`src/rtl/pll_reconfig_seq.sv`:
```
// pll_reconfig_seq: writes the fixed 8-entry M/K/C0 reconfiguration table to the
// PLL reconfiguration core's management port. It then pulses pll_reset and waits
// for the synchronized lock indication, reporting done or a sticky lock timeout.
module pll_reconfig_seq #(
    parameter int GAP_CYCLES   = 8,
    parameter int RST_CYCLES   = 8,
    parameter int LOCK_TIMEOUT = 1000000
) (
    input  logic        clk,
    input  logic        reset,
    input  logic        start,
    input  logic [31:0] cfg_m,
    input  logic [31:0] cfg_k,
    input  logic [31:0] cfg_c0,
    output logic        busy,
    output logic        done,
    output logic        timeout_err,
    output logic [5:0]  mgmt_address,
    output logic [31:0] mgmt_writedata,
    output logic        mgmt_write,
    input  logic        mgmt_waitrequest,
    output logic        pll_reset,
    input  logic        locked
);

    localparam int GAP_W = $clog2(GAP_CYCLES + 1);
    localparam int RST_W = $clog2(RST_CYCLES + 1);
    localparam int TMO_W = $clog2(LOCK_TIMEOUT + 1);

    // Register addresses of the reconfiguration sequence, in write order.
    localparam logic [5:0] TBL_ADDR [8] = '{6'd0, 6'd4, 6'd7, 6'd3, 6'd5, 6'd9, 6'd8, 6'd2};
    // Constant data words; entries 1, 2 and 4 are replaced by the captured M/K/C0.
    localparam logic [31:0] TBL_CONST [8] = '{32'h0, 32'h0, 32'h0, 32'h0001_0000,
                                              32'h0, 32'h1, 32'h7, 32'h0};

    typedef enum logic [2:0] {
        IDLE      = 3'd0,
        WRITE     = 3'd1,
        GAP       = 3'd2,
        PRST      = 3'd3,
        WAIT_LOCK = 3'd4
    } state_t;

    state_t             state_reg, state_next;
    logic [2:0]         idx_reg, idx_next;
    logic [GAP_W-1:0]   gap_cnt_reg, gap_cnt_next;
    logic [RST_W-1:0]   rst_cnt_reg, rst_cnt_next;
    logic [TMO_W-1:0]   tmo_cnt_reg, tmo_cnt_next;
    logic               pending_reg, pending_next;
    logic               terr_reg, terr_next;
    logic               done_reg, done_next;
    logic [5:0]         addr_reg, addr_next;
    logic [31:0]        data_reg, data_next;
    logic [31:0]        cap_m_reg, cap_k_reg, cap_c0_reg;
    logic [1:0]         lock_sync_reg;
    logic               locked_s;
    logic               restart;
    logic [31:0]        tbl_data [8];

    assign locked_s = lock_sync_reg[1];

    // Table data: variable entries come from the captured words, never live inputs.
    genvar gi;
    generate
        for (gi = 0; gi < 8; gi++) begin : g_tbl
            if (gi == 1) begin : g_m
                assign tbl_data[gi] = cap_m_reg;
            end else if (gi == 2) begin : g_k
                assign tbl_data[gi] = cap_k_reg;
            end else if (gi == 4) begin : g_c0
                assign tbl_data[gi] = cap_c0_reg;
            end else begin : g_const
                assign tbl_data[gi] = TBL_CONST[gi];
            end
        end
    endgenerate

    // Next-state logic: table walk, reset pulse, lock wait and restart handling.
    always_comb begin
        state_next   = state_reg;
        idx_next     = idx_reg;
        gap_cnt_next = gap_cnt_reg;
        rst_cnt_next = rst_cnt_reg;
        tmo_cnt_next = tmo_cnt_reg;
        terr_next    = terr_reg;
        done_next    = 1'b0;
        restart      = 1'b0;
        addr_next    = addr_reg;
        data_next    = data_reg;
        // A start while a sequence is running is remembered until a safe point.
        pending_next = pending_reg | (start && (state_reg != IDLE));

        case (state_reg)
            IDLE: begin
                if (start || pending_reg) begin
                    restart = 1'b1;
                end
            end
            WRITE: begin
                // Pending restarts are never taken here so the handshake completes.
                if (!mgmt_waitrequest) begin
                    state_next   = GAP;
                    gap_cnt_next = '0;
                end
            end
            GAP: begin
                if (pending_reg) begin
                    restart = 1'b1;
                end else if (int'(gap_cnt_reg) + 2 >= GAP_CYCLES) begin
                    if (idx_reg == 3'd7) begin
                        state_next   = PRST;
                        rst_cnt_next = '0;
                    end else begin
                        idx_next   = idx_reg + 3'd1;
                        state_next = WRITE;
                    end
                end else begin
                    gap_cnt_next = (gap_cnt_reg == '1) ? gap_cnt_reg : gap_cnt_reg + 1'b1;
                end
            end
            PRST: begin
                if (pending_reg) begin
                    restart = 1'b1;
                end else if (int'(rst_cnt_reg) + 1 >= RST_CYCLES) begin
                    state_next   = WAIT_LOCK;
                    tmo_cnt_next = '0;
                end else begin
                    rst_cnt_next = (rst_cnt_reg == '1) ? rst_cnt_reg : rst_cnt_reg + 1'b1;
                end
            end
            WAIT_LOCK: begin
                if (pending_reg) begin
                    restart = 1'b1;
                end else if (locked_s) begin
                    done_next  = 1'b1;
                    state_next = IDLE;
                end else if (int'(tmo_cnt_reg) + 1 >= LOCK_TIMEOUT) begin
                    terr_next  = 1'b1;
                    done_next  = 1'b1;
                    state_next = IDLE;
                end else begin
                    tmo_cnt_next = (tmo_cnt_reg == '1) ? tmo_cnt_reg : tmo_cnt_reg + 1'b1;
                end
            end
            default: begin
                state_next = IDLE;
            end
        endcase

        if (restart) begin
            state_next   = WRITE;
            idx_next     = 3'd0;
            pending_next = 1'b0;
            terr_next    = 1'b0;
        end

        // Address/data are latched on entry to WRITE so they stay put during stalls.
        if ((state_next == WRITE) && (state_reg != WRITE)) begin
            addr_next = TBL_ADDR[idx_next];
            data_next = tbl_data[idx_next];
        end
    end

    // State and datapath registers.
    always_ff @(posedge clk or posedge reset) begin
        if (reset) begin
            state_reg   <= IDLE;
            idx_reg     <= '0;
            gap_cnt_reg <= '0;
            rst_cnt_reg <= '0;
            tmo_cnt_reg <= '0;
            pending_reg <= 1'b0;
            terr_reg    <= 1'b0;
            done_reg    <= 1'b0;
            addr_reg    <= '0;
            data_reg    <= '0;
        end else begin
            state_reg   <= state_next;
            idx_reg     <= idx_next;
            gap_cnt_reg <= gap_cnt_next;
            rst_cnt_reg <= rst_cnt_next;
            tmo_cnt_reg <= tmo_cnt_next;
            pending_reg <= pending_next;
            terr_reg    <= terr_next;
            done_reg    <= done_next;
            addr_reg    <= addr_next;
            data_reg    <= data_next;
        end
    end

    // Capture the parameter triple on every start; the most recent start wins.
    always_ff @(posedge clk or posedge reset) begin
        if (reset) begin
            cap_m_reg  <= '0;
            cap_k_reg  <= '0;
            cap_c0_reg <= '0;
        end else if (start) begin
            cap_m_reg  <= cfg_m;
            cap_k_reg  <= cfg_k;
            cap_c0_reg <= cfg_c0;
        end
    end

    // Two-flop synchronizer for the asynchronous PLL lock signal.
    always_ff @(posedge clk or posedge reset) begin
        if (reset) begin
            lock_sync_reg <= '0;
        end else begin
            lock_sync_reg <= {lock_sync_reg[0], locked};
        end
    end

    assign busy           = (state_reg != IDLE);
    assign done           = done_reg;
    assign timeout_err    = terr_reg;
    assign mgmt_write     = (state_reg == WRITE);
    assign mgmt_address   = addr_reg;
    assign mgmt_writedata = data_reg;
    assign pll_reset      = (state_reg == PRST);

endmodule
```
`config.mk`:
```
export PLATFORM = sky130hd
export DESIGN_NAME = pll_reconfig_seq
export DESIGN_NICKNAME = d
export VERILOG_FILES = /design/src/rtl/pll_reconfig_seq.sv
export SDC_FILE = /design/constraint.sdc
export NUM_CORES = 1
export LEC_CHECK = 0
export BUFFER_PORTS_ARGS = -buffer_cell sky130_fd_sc_hd__buf_2
export CAP_MARGIN = 40
export CELL_PAD_IN_SITES_DETAIL_PLACEMENT = 1
export CELL_PAD_IN_SITES_GLOBAL_PLACEMENT = 1
export CORE_MARGIN = 8
export CORE_UTILIZATION = 35
export DETAILED_ROUTE_END_ITERATION = 16
export PLACE_DENSITY = 0.7
export SLEW_MARGIN = 20
export SYNTH_ARGS = -nofsm -noshare
export SYNTH_HDL_FRONTEND = slang
export SYNTH_SLANG_ARGS = --single-unit
```
`constraint.sdc`:
```
create_clock -name clk -period 5.9 [get_ports clk]
set_clock_uncertainty 0.1 [all_clocks]
set_input_delay 0.295 -clock clk [delete_from_list [all_inputs] [get_ports clk]]
set_output_delay 0.295 -clock clk [all_outputs]
set_load 0.01 [all_outputs]
```
==> flow_results.org <==
** STA
- Worst slew slack as a fraction of its limit :: 0.423
- The final-report max-slew violation count was 0.
- For the final routed database, the setup TNS stands at 0 ns.
- Setup repair after global routing left no endpoint under its margin.
- Post-layout min period :: 3.55 ns
- Setup slack closes at 2.35 ns.
- Dividing the final minimum period by the clock period gives 0.601.
- Setup violations remaining at the end of the flow were counted as 0.
- Final Hold Violating Endpoints :: 0
- Fmax :: 282 MHz
- At the pin with the least slew margin, the transition time is 0.863 ns.

** Routing
- Final routed DRC violation total :: 0
- Detail-routed net length per standard cell :: 18.8 um
- The count of nets left with antenna violations once routing finished came out at 0.
- The detailed router placed 6399 vias in this run.
- The routed design has 23.4 mm of wire.
- Number of DRC markers in iteration 0 :: 330
- Before antenna repair, the detailed router went through 4 iterations.
- In the routed layout, each cell is associated on average with a via count of 5.14.

** Power
- Sw frac :: 0.304
- For this design the static power due to leakage is 4.73 nW.
- IR analysis of the VDD net gives a maximum drop of 0.174 mV.
- Of the total power, registers draw 0.440.
- Share of total power in combinational logic :: 0.163
- In this run the power spent charging and discharging nets is 916 uW.
- The share of total power dissipated in the clock network is 0.397.
- Cell internal power was estimated by the tool at 2.10 mW.
- For this design the ratio of total power to cell area is 287 mW/mm^2.

** Die
- Vertical extent of the die :: 167 um
- Row generation in the floorplan step produced 55 rows.
- From left edge to right edge, the die measures 167 um.
- Initial standard-cell utilization of the core :: 0.355
- The die covers 0.0279 sq mm.
- The core region is 0.0225 sq mm.
- In this run the count of I/O pins placed on the die edge is 144.

** Setup path
- Number of buffers and inverters on the critical path :: 1
- Data arrival at the endpoint of the critical path :: 3.80 ns
- The critical path goes through or4b_4 -> a2111oi_4 -> mux2i_1 -> nor2_4 -> nor3_4 -> buf_4 -> a21oi_1 -> o21ai_1.
- In this run the worst path has a maximum fanout of 18.
- Crit path required time :: 6.15 ns
- Kind of launch point of the worst setup path :: register
- By startpoint and endpoint, the worst setup path is classified as register to register.
- Critical path endpoint category :: register
- Grouping stages by cell kind, the critical path spends the most delay in simple AND/OR/NAND/NOR gates.
- Master of the slowest instance on the critical path :: nor3_4
- In this design, the stage delay of the slowest critical-path cell is 0.74 ns.

** Clock network
- Count of H-tree levels built during CTS :: 4
- After clock tree synthesis, the repair step resized 0 gates.
- Clock edge transition at the registers on the reported setup and hold paths :: 0.07 ns
- The clock reaches the later pin of the worst-skew pair after 0.43 ns.
- TritonCTS created 17 clock buffers.
- Counting every sink on the clock net gives 171.
- TritonCTS clock tree :: built
- Number of buffers on the longest clock path :: 2
- Clock root buffer master :: clkbuf_16

** Placed design
- Port-buffer cells :: 141
- Detailed placement ended at an HPWL of 15.2 mm.
- DP Worst Slack :: 2.34 ns
- GPL Wtd Cong :: 0.763

** Cells and area
- Most used cells in the layout excluding fill and tap cells :: dfrtp_1 (171), buf_2 (140), mux2_2 (98)
- Most common library cell in the layout ignoring fill and taps :: dfrtp_1
- Layout filler cell count :: 2437
- Number of nets in the layout :: 1054
- Relative to the synthesized area, the layout overhead comes to 31.6%.
- In the final layout, the share of cells above drive strength 1 is 0.316.

** Synth
- Share of async-settable or async-resettable flops after synthesis :: 1.00
- Number of synthesized flops with an enable pin :: 0
- Number of distinct library cell variants in the gate-level netlist after synthesis :: 61
- Simple-gate area share of the yosys netlist :: 0.125
- After synthesis, the largest family of logic cells by area is multiplexers.
- For this run, the register share of the synthesized area comes to 0.535.
- Of the total synthesized cell area, the portion taken by full adders, half adders and majority gates is 0.0141.
- Xor and xnor area share after synthesis :: 0.00438
- FF+latch count, synth :: 171
- After synthesis, the cell types taking the most area are dfrtp_1 (54%), mux2_2 (14%), nand2_1 (3.2%).
- The share of synthesized area in the top cell type comes to 0.535.
- Flip-flop cell with the highest count after synthesis :: dfrtp_1
- Summing every instance area after synthesis gives 0.00799 sq mm.
- For this run, the number of Yosys warnings is 0.
- The fraction of the mapped netlist area in compound gates is 0.138.
- The biggest area contributor in the post-synthesis netlist is dfrtp_1.
- Synthesis produced 734 cells.
- After synthesis, the share of cell area in mux cells is 0.147.
- After synthesis, the mean cell area works out to 10.9 sq um.

** Min path
- The path class of the tightest hold or removal check is input port to register.

** GRT
- Number of global-route vias before repair :: 7069
- Wire length of the first global-routing pass :: 38.6 mm
- Antenna violations before repair :: 1
- Entering global routing, the biggest net connects 77 pins.
- Global routing finished with a remaining overflow of 0.
- For this run, the total global-route usage over all layers was measured as 0.171.

** Outcome
- The run finished with clean final reports.

** Job
- The tool flagged a number of max-cap violations equal to 0.
-- logic make-up after synthesis --
family	count (synthesis)
adders and majority gates	9
xor gates and xnor gates	4
AOI/OAI and AO/OA	174
DFF	171
buffers and inverters	65
and+or+nand+nor	205
muxes	105
other	1
-- power by group through the flow --
stage                     sequential, mW  clock [mW]  combinational, mW
final                               1.33        1.20              0.491
after global routing                1.34        1.27              0.547
after CTS                           1.33        1.22              0.493
after detailed placement            1.35           0              0.444
after global placement              1.34           0              0.432
after floorplan                     1.32           0              0.323
-- per-stage QoR --
stage	utilization	cell area [sq um]	hold WS [ns]	cells	total power, mW
2_1_floorplan	-	8000	0.226	735	1.64
3_3_place_gp	0.396	8920	0.240	1119	1.77
3_5_place_dp	0.400	9000	0.195	1122	1.79
4_1_cts	0.465	10500	0.000185	1238	3.04
5_1_grt	0.467	10500	0.00100	1243	3.16
6_report	0.467	10500	0.0112	1244	3.02
-- synthesized netlist by cell type, types with 2 or more instances --
cell type,count
dfrtp_1,171
mux2_2,98
nand2_1,69
nor2_1,51
a21oi_1,48
a22oi_1,31
o21ai_1,29
clkbuf_1,28
o21ai_0,23
buf_2,16
nor3_1,15
nand3_1,14
inv_1,13
a21o_1,12
a211o_1,9
ha_1,9
nand2b_1,8
nand4_1,8
mux2i_1,7
and2_1,6
a31oi_1,5
nor4_1,5
and3_1,4
buf_4,4
or2_2,4
nor2b_1,3
nor3b_1,3
or3_1,3
xnor2_1,3
buf_1,2
nand4b_1,2
or4_1,2
-- path summary, 6_finish.rpt --
kind	start	end	slack (ns)	cells past startpoint
max	state_reg[0]	mgmt_writedata[23]	2.35	8
min	mgmt_waitrequest	state_reg[0]	0.01	2
max reg2reg	state_reg[0]	mgmt_writedata[23]	2.35	8
min reg2reg	lock_sync_reg[0]	lock_sync_reg[1]	0.27	0
max in group asynchronous	reset	cap_c0_reg[24]	4.03	6
min in group asynchronous	reset	mgmt_address[3]	0.28	3
-- metal layers --
layer  vias up  share of wire  wire (um)  global-route usage
met5         -              0          0                   0
met4         0          0.019        449              0.0520
met3        30          0.047       1110              0.0501
met2       130           0.50      11600               0.292
met1      3216           0.44      10200               0.206
li1       3023              -          -                   -
-- area by class of cell --
type	instances	area [sq um]	share of cell area
antenna	2	5.00	0.000476
clock buffer	17	425	0.0405
clock inverter	15	203	0.0193
inverter	14	57.6	0.00547
multi-input combinational	499	3460	0.329
sequential	171	4280	0.407
tap	285	357	0.0339
timing repair buffer	241	1730	0.165
-- timing repair --
action | in CTS | in global routing
endpoints found under the hold margin | 111 | 4
buffers inserted | 0 | 0
hold buffers | 84 | 4
(Power assumes the default switching activity.)
